[src/rtl/send_cmd_exec.sv]
// Command sequence executor: walks the command RAM from a start address,
// streams each word over a ready/valid TX port with a programmable gap
// between words, and stops on a word flagged LAST (or after a full RAM lap).
module send_cmd_exec #(
  parameter int RAM_AW   = 6,
  parameter int DW       = 32,
  parameter int LAST_BIT = 31
) (
  input  logic              clk,
  input  logic              rst,
  input  logic [RAM_AW-1:0] start_ram_addr,
  input  logic              send_cmd,
  input  logic [31:0]       send_ch_2_timer,
  output logic              ram_rd_en,
  output logic [RAM_AW-1:0] ram_rd_addr,
  input  logic [DW-1:0]     ram_rd_data,
  output logic [DW-1:0]     tx_data,
  output logic              tx_valid,
  input  logic              tx_ready,
  output logic              tx_last,
  output logic              busy,
  output logic              done,
  output logic              cmd_dropped,
  output logic              err_no_last
);

  typedef enum logic [2:0] {
    S_IDLE,
    S_FETCH,
    S_WAIT,
    S_SEND,
    S_GAP,
    S_DONE
  } state_t;

  // Last word index of a maximum-length sequence (one full lap of the RAM)
  localparam logic [RAM_AW-1:0] CNT_MAX = '1;

  state_t            state;
  state_t            state_nxt;
  logic [RAM_AW-1:0] addr;
  logic [31:0]       gap;
  logic [31:0]       gap_cnt;
  logic [RAM_AW-1:0] word_cnt;
  logic [DW-1:0]     tx_data_r;
  logic              tx_last_r;
  logic              forced_last;
  logic              cmd_dropped_r;
  logic              xfer;

  assign ram_rd_addr = addr;
  assign tx_data     = tx_data_r;
  assign tx_last     = tx_last_r;
  assign busy        = (state != S_IDLE);
  assign cmd_dropped = cmd_dropped_r;

  // State register
  always_ff @(posedge clk) begin
    if (rst) begin
      state <= S_IDLE;
    end else begin
      state <= state_nxt;
    end
  end

  // Next-state decode and per-state output strobes
  always_comb begin
    state_nxt   = state;
    ram_rd_en   = 1'b0;
    tx_valid    = 1'b0;
    done        = 1'b0;
    err_no_last = 1'b0;
    xfer        = 1'b0;
    case (state)
      S_IDLE: begin
        if (send_cmd) begin
          state_nxt = S_FETCH;
        end
      end
      S_FETCH: begin
        ram_rd_en = 1'b1;
        state_nxt = S_WAIT;
      end
      S_WAIT: begin
        state_nxt = S_SEND;
      end
      S_SEND: begin
        tx_valid = 1'b1;
        if (tx_ready) begin
          xfer = 1'b1;
          if (tx_last_r) begin
            state_nxt = S_DONE;
          end else if (gap != '0) begin
            state_nxt = S_GAP;
          end else begin
            state_nxt = S_FETCH;
          end
        end
      end
      S_GAP: begin
        if (gap_cnt <= 32'd1) begin
          state_nxt = S_FETCH;
        end
      end
      S_DONE: begin
        done        = 1'b1;
        err_no_last = forced_last;
        state_nxt   = S_IDLE;
      end
      default: begin
        state_nxt = S_IDLE;
      end
    endcase
  end

  // Sequence context: start address/gap latch, word capture, address and gap counters
  always_ff @(posedge clk) begin
    if (rst) begin
      addr        <= '0;
      gap         <= '0;
      gap_cnt     <= '0;
      word_cnt    <= '0;
      tx_data_r   <= '0;
      tx_last_r   <= 1'b0;
      forced_last <= 1'b0;
    end else begin
      case (state)
        S_IDLE: begin
          if (send_cmd) begin
            addr        <= start_ram_addr;
            gap         <= send_ch_2_timer;
            word_cnt    <= '0;
            forced_last <= 1'b0;
          end
        end
        S_WAIT: begin
          tx_data_r   <= ram_rd_data;
          tx_last_r   <= ram_rd_data[LAST_BIT] || (word_cnt == CNT_MAX);
          forced_last <= !ram_rd_data[LAST_BIT] && (word_cnt == CNT_MAX);
        end
        S_SEND: begin
          if (xfer && !tx_last_r) begin
            addr     <= addr + 1'b1;
            word_cnt <= word_cnt + 1'b1;
            gap_cnt  <= gap;
          end
        end
        S_GAP: begin
          gap_cnt <= gap_cnt - 32'd1;
        end
        default: begin
        end
      endcase
    end
  end

  // Flag a start request that arrives while a sequence is still running
  always_ff @(posedge clk) begin
    if (rst) begin
      cmd_dropped_r <= 1'b0;
    end else begin
      cmd_dropped_r <= send_cmd && (state != S_IDLE);
    end
  end

endmodule

[config.mk]
export PLATFORM = sky130hd
export DESIGN_NAME = send_cmd_exec
export DESIGN_NICKNAME = d
export VERILOG_FILES = /design/src/rtl/send_cmd_exec.sv
export SDC_FILE = /design/constraint.sdc
export NUM_CORES = 1
export LEC_CHECK = 0
export ABC_AREA = 1
export ABC_CLOCK_PERIOD_IN_PS = 1700
export BUFFER_PORTS_ARGS = -buffer_cell sky130_fd_sc_hd__clkbuf_2
export CELL_PAD_IN_SITES_DETAIL_PLACEMENT = 0
export CELL_PAD_IN_SITES_GLOBAL_PLACEMENT = 2
export CORE_ASPECT_RATIO = 1.4
export CORE_UTILIZATION = 29
export DETAILED_ROUTE_END_ITERATION = 7
export PLACE_DENSITY_LB_ADDON = 0.1
export SLEW_MARGIN = 20
export SYNTH_ARGS = -nofsm -noshare
export SYNTH_HDL_FRONTEND = slang
export SYNTH_SLANG_ARGS = --single-unit
[constraint.sdc]
create_clock -name clk -period 1.7 [get_ports clk]
set_input_delay 0 -clock clk [delete_from_list [all_inputs] [get_ports clk]]
set_output_delay 0 -clock clk [all_outputs]
set_load 0.005 [all_outputs]
==> impl_results.md, run 1 <==
* Die H at 167 µm
* Peak Freq at 613 MHz
* Critical-path top delay cell: dfxtp_1
* Critical Path Max Stage Delay at 0.32 ns
* Post-route ant nets at 0
* M2 GR Usage at 37.3%
* Data arrival time of the worst path at 1.94 ns
* CP required at 2.01 ns
* RSZ-0062 raised after global routing: true
* EDFF count, synth at 0
* Final Power at 9.53 mW
* Worst min path class: input pin to flop
* Area of the multi-input gates at 2870 µm²
* Final Hold Fails at 0
* Die area at 19900 µm²
* Slew Viols, Final at 0
* Final setup viols at 0
* Pin count of the biggest net entering global routing at 69
* Worst VDD drop at 0.553 mV
* Final min period at 1.63 ns
* GR Layer Usage met3 at 3.90%
* FF-to-FF End: state[0]
* DRT iter0 DRCs at 205
* Library cells used by synthesis at 40
* Vias/cell at 4.69
* P&R area growth vs syn at 44.7%
* H-tree levels at 4
* Final period util at 96.0%
* Syn Nets at 923
* Wirelength per Cell at 14.6 µm
* Vias in the first global route at 6259
* Critical path's most frequent cell: nor2_1
* Avg Inst Size Synth at 6.64 µm²
* Clock latency on the worst-skew pair at 0.41 ns
* Ant diodes at 0
* Via Count at 6199
* Reg clk slew, reported paths at 0.06 ns
* Reg2reg start: gap_cnt[8]
* Rows at 59
* Final wirelength at 19.3 mm
* Number of port buffers at 118
* Crit path buffers/inverters at 2
* Layout cells sized above 1 at 21.9%
* Cell Chain, Critical Path: buf_4, nor2_1, nand2_2, nor2_4, inv_1, nor2_1, nand3_1, nand2_1, nand3_1, nor2_1, nor2_1
* Pwr Density at 1170 nW/µm²
* Ys flop type: dfxtp_1
* Initial antenna violation count at 0
* Leak pwr at 3.68 nW
* Slew HR at 46.2%
* Grt ovf at 0
* GR met1 Demand/Resource at 21.9%
* Register area at 2280 µm²
* Yosys reg bits at 114
* Worst hold slack at 0.156 ns
* Delay-heaviest family, CP: simple AND/OR/NAND/NOR gates
* Worst Max-Slew Pin Slew at 0.808 ns
* Hold Path Sink: gap_cnt[8]
* Sequential-to-total area share from yosys stat at 40.7%
* Most Crowded Layer GR: met2
* Cells on worst reg2reg path at 11
* CTS max path bufs at 2
* Final Skew at 0.00670 ns
* R2r setup slk at 0.07 ns
* # IOs at 119
* Startpoint types: flop
* Critical path endpoint category: flop
* CORE AREA at 18800 µm²
* RePlAce Congestion at 0.853
* Root Driver: clkbuf_16
* Residual DRC at 0
* CTS tree: built
* Die width at 120 µm
* Async S/R FF share, synth at 0%
* Initial Utilization at 29.9%
* Yosys synthesis warning count at 0
* Dpl hpwl at 14.3 mm
* TritonCTS Buffers at 17
* Fillers at 2005
* Critical path class: flop to flop
* Mapped Cells at 845
* Critical Path Fanout Max at 4
* Detailed-router iteration count before antenna repair at 4
* GRT Util Overall at 20.0%
* First-pass GRT wire length at 31.2 mm
* Synthesized area at 5610 µm²
* Final nets at 1142
* Clock Sink Count at 114
* Max-Cap Viols at 0
* Hold Crit Depth at 5
* Hold Path Origin: rst
* Status: completed
## flip-flops by register name (all words and copies together) (netlist names)
signal / count
tx_last: 1
ram_rd_addr: 6
gap_cnt: 32
tx_data: 32
gap: 32
state: 3
cmd_dropped: 1
word_cnt: 6
forced_last: 1
## metrics by stage
step	worst slack [ns]	cell area (µm²)	setup TNS, ns	instances	util, %
after global routing	-0.0527	8120	-0.0793	1321	43.3
final	0.0684	8120	0	1321	43.3
after floorplan	0.167	5610	0	845	-
after CTS	0.0310	8030	0	1320	42.8
after global placement	-0.00577	6710	-0.00577	1216	35.8
after detailed placement	-0.0238	6710	-0.0320	1216	35.8
## Yosys cell counts (3+ instances only)
cell / instances / area [µm²]
clkbuf_1: 28 / 105
nand3_1: 71 / 355
nor2_4: 3 / 33.8
dfxtp_1: 114 / 2280
inv_2: 3 / 11.3
nor2_1: 106 / 398
nand4_1: 7 / 43.8
o211ai_1: 4 / 30.0
o22ai_1: 3 / 18.8
nand2_1: 193 / 724
a21oi_1: 96 / 480
inv_1: 88 / 330
nand3b_1: 3 / 22.5
a31oi_1: 7 / 43.8
ha_1: 4 / 50.1
buf_2: 5 / 25.0
o21ai_0: 70 / 350
nor3_1: 8 / 40.0
## tightest hold or removal path, cell delays in order
cell and delay [ns]:
clkbuf_2 0.09, inv_1 0.04, buf_4 0.25, nand2_1 0.11, inv_1 0.03
## worst max-delay path by stage
| stage | slack [ns] | from | to | cells past startpoint |
|---|---|---|---|---|
| finish | 0.07 | gap_cnt[8] | state[0] | 11 |
| global route | -0.05 | gap_cnt[8] | state[0] | 11 |
| CTS | 0.03 | state[1] | forced_last | 7 |
| detailed placement | -0.02 | gap_cnt[0] | gap_cnt[18] | 11 |
| global placement | -0.006 | gap_cnt[13] | gap_cnt[29] | 8 |
| floorplan | 0.17 | gap_cnt[0] | gap_cnt[18] | 11 |
## per-layer routing
metal	up-vias	share of wire (%)
li1	3197	-
met1	2822	40
met2	149	53
met3	31	3.4
met4	0	2.7
met5	-	0
## timing repair
item,4_1_cts,5_1_grt
buffers inserted,0,1
hold endpoints to repair,74,0
pin swaps,0,2
hold buffers,72,0
resized for setup,5,31
endpoints found under the setup margin,5,61
## layout make-up
cell class                      instances  area share [%]
Clock inverter                         14            1.90
Inverter                               93            4.33
Timing Repair Buffer                  237            21.1
Clock buffer                           18            5.41
Sequential cell                       114            28.1
Multi-Input combinational cell        601            35.4
Tap cell                              244            3.76
## where the power goes
part | switching, mW | leakage, nW | internal [mW]
sequential | 0.211 | 0.930 | 2.98
clock | 1.36 | 0.284 | 2.21
combinational | 1.65 | 2.46 | 1.12
total | 3.22 | 3.68 | 6.31
## placed cells by master, fill, tap and decap left out, drive strengths merged
cell type	netlist	routed
nor2	111	111
o21bai	1	1
a21o	1	1
clkinvlp	0	3
nand3	71	71
xor2	2	2
a211oi	2	2
dfxtp	114	114
nor3b	2	2
dlygate4sd3	0	72
or2	3	3
nand3b	3	3
clkbuf	28	136
bufinv	0	2
nand4	7	7
inv	91	95
a31o	1	1
clkinv	2	7
o211ai	4	4
nand2	197	197
ha	4	4
nor3	9	9
buf	9	47
o22ai	3	3
a21oi	96	96
o21ai	71	71
o221ai	1	1
a31oi	7	7
a22oi	1	1
xnor2	2	2
a221oi	2	2
## logic make-up after synthesis
family,count (synthesis),synth area share (%)
buf+inv,130,9.21
simple gates,403,30.6
compound gates,190,18.0
flops,114,40.7
fa+ha+maj,4,0.892
xor+xnor,4,0.625
Power figures use the tool's default switching activity.
==> inputs of run 2 (changes only) <==
--- a/config.mk
+++ b/config.mk
@@ -11,7 +11,8 @@
 export CELL_PAD_IN_SITES_DETAIL_PLACEMENT = 0
 export CELL_PAD_IN_SITES_GLOBAL_PLACEMENT = 2
 export CORE_ASPECT_RATIO = 1.4
-export CORE_UTILIZATION = 29
+export CORE_UTILIZATION = 30
+export CTS_BUF_LIST = sky130_fd_sc_hd__clkbuf_8
 export DETAILED_ROUTE_END_ITERATION = 7
 export PLACE_DENSITY_LB_ADDON = 0.1
 export SLEW_MARGIN = 20
==> impl_results.md, run 2 (synthesis results as in run 1) <==
* Status: completed
* Post-route ant nets at 0 (unchanged)
* Initial Utilization at 30.9% (+1.0 points)
* Via Count at 6201 (+0.032%)
* Final nets at 1137 (-0.44%)
* Final Skew at 0.0135 ns (+0.00684 ns)
* Layout cells sized above 1 at 22.0% (+0.10 points)
* DR WL met3 at 677 µm (+3.4%)
* PnR worst setup slack at 0.0983 ns (+0.0299 ns)
* Dpl cells at 1206 (-0.82%)
* RSZ-0062 raised after global routing: true
* Ant diodes at 0 (unchanged)
* Worst Max-Slew Pin Slew at 0.802 ns (-0.00515 ns)
* DRT iter0 DRCs at 232 (+13%)
* Die width at 118 µm (-1.7%)
* Pin count of the biggest net entering global routing at 69 (unchanged)
* RePlAce Congestion at 0.864 (+1.4%)
* Dpl hpwl at 13.9 mm (-2.3%)
* Max layer used: met4
* Pwr Density at 1090 nW/µm² (-7.4%)
* Reg clk slew, reported paths at 0.08 ns (+0.02 ns)
* Crit path launch: gap_cnt[1]
* Rows at 58 (-1.7%)
* Critical Path Fanout Max at 3 (-1)
* Residual DRC at 0 (unchanged)
* Data arrival time of the worst path at 1.94 ns (about the same)
* Most frequent cells in the layout: nand2_1, clkbuf_2, dfxtp_1, a21oi_1, nor2_1
* CTS tree: built
* First-pass GRT wire length at 30.5 mm (-2.3%)
* Final period util at 94.2% (-1.8 points)
* Final wirelength at 18.9 mm (-1.6%)
* Final setup TNS at 0 ns (unchanged)
* Critical path endpoint category: flop
* Critical path class: flop to flop
* Hold Path Origin: rst
* H-tree levels at 4 (unchanged)
* Wire length on met2 at 9.84 mm (-4.4%)
* TritonCTS Buffers at 17 (unchanged)
* Most common cell after layout, fill and taps aside: nand2_1
* Final setup viols at 0 (unchanged)
* # IOs at 119 (unchanged)
* Place WS at -0.0870 ns (-0.0632 ns)
* CORE AREA at 18100 µm² (-3.2%)
* Reg2reg start: gap_cnt[1]
* Die area at 19300 µm² (-3.3%)
* Vias/cell at 4.73 (+0.72%)
* Grt ovf at 0 (unchanged)
* R2r setup slk at 0.1 ns (+0.03 ns)
* Metal1 wirelength at 7.71 mm (-0.99%)
* P&R area growth vs syn at 41.5%
* CTS max path bufs at 2 (unchanged)
* Die H at 164 µm (-1.7%)
* Initial antenna violation count at 0 (unchanged)
* Peak Freq at 624 MHz (+1.9%)
* Vias in the first global route at 6139 (-1.9%)
* Slew HR at 46.5% (+0.34 points)
* Non-Filler Instances at 1312 (-0.68%)
* Detailed-router iteration count before antenna repair at 5 (+1)
* Leak pwr at 3.57 nW (-2.9%)
* Final Hold Fails at 0 (unchanged)
* Clock Sink Count at 114 (unchanged)
* Final min period at 1.60 ns (-0.0299 ns)
* Slew Viols, Final at 0 (unchanged)
* Wirelength per Cell at 14.4 µm (-0.95%)
* GRT Util Overall at 20.2% (+0.16 points)
* Worst min path class: input pin to flop
* Clock latency on the worst-skew pair at 0.44 ns (+0.03 ns)
* Worst VDD drop at 0.497 mV (-10%)
* Root Driver: clkbuf_8
* Number of port buffers at 118 (unchanged)
* Max-Cap Viols at 0 (unchanged)
* Startpoint types: flop
* CP required at 2.04 ns (+0.03 ns)
## run 2: cell count changes in the layout (fill, tap and decap cells not counted), sizes merged
cell / delta
inv: +3
buf: -5
clkinv: -3
clkinvlp: +1
clkbuf: -1
## run 2: layer usage
metal,up-vias,global-route usage [%]
met2,138,37.9
met5,-,0
met4,0,10.2
met1,2838,21.7
li1,3192,-
met3,33,3.65
## run 2: where the power goes
part	internal, mW	total [mW]	switching (mW)	leakage (nW)
Clock	1.35	2.66	1.31	0.198
Sequential	2.98	3.18	0.203	0.931
Combinational	1.12	2.79	1.67	2.44
Total	5.45	8.63	3.18	3.57
## run 2: path summary, 6_finish.rpt
kind            endpoint  cells after the start
min           gap_cnt[8]                      5
max             state[0]                     10
max reg2reg     state[0]                     10
min reg2reg  tx_data[23]                      2
## run 2: cell type report
class,count,area (µm²)
Fill cell,1912,10200
Multi-Input combinational cell,601,2890
Sequential cell,114,2280
Inverter,93,355
Clock inverter,15,175
Clock buffer,17,234
Timing Repair Buffer,232,1690
Tap cell,240,300
## run 2: metrics by stage
stage	instance area, µm²	util [%]	hold WS, ns	power [mW]
floorplan	5610	-	0.135	4.81
global placement	6680	36.8	0.233	5.77
detailed placement	6680	36.8	0.246	5.80
CTS	7830	43.1	0.0834	8.65
global route	7940	43.7	0.149	9.20
finish	7940	43.7	0.113	8.63
## run 2: critical path, cell delays in order, from the launching register on
cell and delay [ns]:
dfxtp_1 0.32, inv_1 0.11, buf_4 0.14, ha_1 0.13, nand2_1 0.05, a21oi_1 0.25
nand3_1 0.16, nand2_2 0.13, nand3_1 0.08, nor2_1 0.10, nor2_1 0.05
## run 2: timing repair
action | 4_1_cts | 5_1_grt
pin swaps | 0 | 3
hold buffers | 72 | 0
setup buffers | 0 | 2
resized for setup | 5 | 38
endpoints found under the hold margin | 76 | 0
endpoints found under the setup margin | 4 | 73
==> inputs of run 3 (changes only) <==
--- a/config.mk
+++ b/config.mk
@@ -14,7 +14,8 @@
 export CORE_UTILIZATION = 30
 export CTS_BUF_LIST = sky130_fd_sc_hd__clkbuf_8
 export DETAILED_ROUTE_END_ITERATION = 7
-export PLACE_DENSITY_LB_ADDON = 0.1
+export PLACE_DENSITY = 0.83
+export RECOVER_POWER = 25
 export SLEW_MARGIN = 20
 export SYNTH_ARGS = -nofsm -noshare
 export SYNTH_HDL_FRONTEND = slang
==> impl_results.md, run 3 (synthesis results as in run 1) <==
* Dpl hpwl at 13.6 mm (-2.1%)
* Final Power at 8.74 mW (+1.3%)
* P&R area growth vs syn at 43.1%
* Final wirelength at 18.6 mm (-1.5%)
* Pin count of the biggest net entering global routing at 51 (-26%)
* Place WS at -0.0540 ns (+0.0330 ns)
* TritonCTS Buffers at 17 (unchanged)
* Startpoint types: flop
* H-tree levels at 4 (unchanged)
* Final setup viols at 0 (unchanged)
* Critical-path top delay cell: dfxtp_1
* GRT Util Overall at 20.1% (-0.16 points)
* Critical path's most frequent cell: buf_4
* Vias/cell at 4.61 (-2.4%)
* Leak pwr at 3.60 nW (+0.83%)
* Clock latency on the worst-skew pair at 0.46 ns (+0.02 ns)
* CTS tree: built
* Max-Cap Viols at 0 (unchanged)
* Crit path launch: gap_cnt[1]
* Final Skew at 0.0115 ns (-0.00200 ns)
* # IOs at 119 (unchanged)
* Root Driver: clkbuf_8
* Pwr Density at 1090 nW/µm² (+0.12%)
* Initial Utilization at 30.9% (unchanged)
* Most frequent cells in the layout: nand2_1, dfxtp_1, a21oi_1, clkbuf_2, nor2_1
* Cell Chain, Critical Path: inv_1, ha_2, nand2_2, nor2_4, buf_4, buf_4, nand2_1, nor3_1, o21ai_0, a21oi_1
* Residual DRC at 0 (unchanged)
* Critical Path Max Stage Delay at 0.31 ns (about the same)
* Detailed-router iteration count before antenna repair at 5 (unchanged)
* Critical Path Fanout Max at 4 (+1)
* Final Hold Fails at 0 (unchanged)
* RePlAce Congestion at 0.829 (-4.1%)
* Ant diodes at 0 (unchanged)
* CTS max path bufs at 2 (unchanged)
* Initial antenna violation count at 0 (unchanged)
* Worst VDD drop at 0.613 mV (+23%)
* Wirelength per Cell at 14.0 µm (-2.8%)
* Final nets at 1154 (+1.5%)
* Fin area at 8030 µm² (+1.2%)
* Clock Sink Count at 114 (unchanged)
* Critical path class: flop to flop
* Worst min path class: input pin to flop
* Worst Max-Slew Pin Slew at 0.571 ns (-0.232 ns)
* Die width at 118 µm (unchanged)
* R2r setup slk at 0.12 ns (+0.02 ns)
* Layout cells sized above 1 at 20.9% (-1.1 points)
* Die H at 164 µm (unchanged)
* Cells on worst reg2reg path at 10 (unchanged)
* Via Count at 6129 (-1.2%)
* DRT iter0 DRCs at 315 (+36%)
* CP required at 2.09 ns (+0.05 ns)
* Slew HR at 61.9% (+15 points)
* First-pass GRT wire length at 30.4 mm (-0.34%)
* FF-to-FF End: gap_cnt[16]
* Number of port buffers at 118 (unchanged)
* Vias in the first global route at 6103 (-0.59%)
* Most common cell after layout, fill and taps aside: nand2_1
* Die area at 19300 µm² (unchanged)
* Final setup TNS at 0 ns (unchanged)
* Status: completed
* Final min period at 1.58 ns (-0.0226 ns)
* Slew Viols, Final at 0 (unchanged)
* Grt ovf at 0 (unchanged)
* CORE AREA at 18100 µm² (unchanged)
* PnR worst setup slack at 0.121 ns (+0.0226 ns)
* Rows at 58 (unchanged)
* Placement Cell Area at 6770 µm² (+1.3%)
* Setup crit end: gap_cnt[16]
* Critical path endpoint category: flop
* Post-route ant nets at 0 (unchanged)
* Reg2reg start: gap_cnt[1]
* RSZ-0062 raised after global routing: true
* Peak Freq at 633 MHz (+1.4%)
* Reg clk slew, reported paths at 0.08 ns (about the same)
* Data arrival time of the worst path at 1.97 ns (+0.03 ns)
* Final period util at 92.9% (-1.3 points)
==> run 3: where the power goes <==
group          leakage [nW]  switching (mW)  internal, mW
sequential            0.930           0.200          2.97
clock                 0.215            1.31          1.49
combinational          2.45            1.63          1.13
==> run 3: worst min-delay path by stage <==
stage	end	cells after the start	start	slack, ns
6_report	gap[4]	4	send_ch_2_timer[4]	0.34
5_1_grt	tx_data[11]	4	ram_rd_data[11]	0.33
4_1_cts	tx_data[13]	4	ram_rd_data[13]	0.31
3_5_place_dp	gap[4]	3	send_ch_2_timer[4]	0.25
3_3_place_gp	gap[4]	3	send_ch_2_timer[4]	0.24
2_1_floorplan	gap[9]	2	send_ch_2_timer[9]	0.13
==> run 3: critical path, delay by kind of cell, from the launching register on <==
kind                     cells  cell delay, ns
AO/OA/AOI/OAI                2            0.20
adder cells (fa/ha/maj)      1            0.21
buffers and inverters        3            0.34
flip-flops                   1            0.31
AND/OR/NAND/NOR              4            0.45
==> run 3: final cells by class <==
| class | instances | area, µm² |
|---|---|---|
| Inverter | 93 | 355 |
| Tap cell | 240 | 300 |
| Timing Repair Buffer | 249 | 1770 |
| Fill cell | 1976 | 10100 |
| Sequential cell | 114 | 2280 |
| Clock inverter | 15 | 193 |
| Multi-Input combinational cell | 601 | 2890 |
| Clock buffer | 17 | 234 |
==> run 3: what timing repair did <==
action,CTS,global route
hold buffers,73,0
setup buffers,0,3
endpoints found under the setup margin,4,40
resized for setup,3,37
endpoints found under the hold margin,92,0
pin swaps,0,2
==> run 3: metal layers <==
metal  share of wire [%]  up-vias  track usage, %
met5                   0        -               0
met4                 2.0        0            7.05
met3                 3.6       20            4.72
met2                  53      110            37.8
met1                  41     2790            21.8
li1                    -     3209               -
==> run 3: metrics by stage <==
| step | hold WS [ns] | utilization (%) | instances |
|---|---|---|---|
| after floorplan | 0.135 | - | 845 |
| final | 0.340 | 44.3 | 1329 |
| after detailed placement | 0.251 | 37.3 | 1221 |
| after global placement | 0.240 | 37.3 | 1221 |
| after global routing | 0.327 | 44.3 | 1329 |
| after CTS | 0.305 | 43.8 | 1326 |
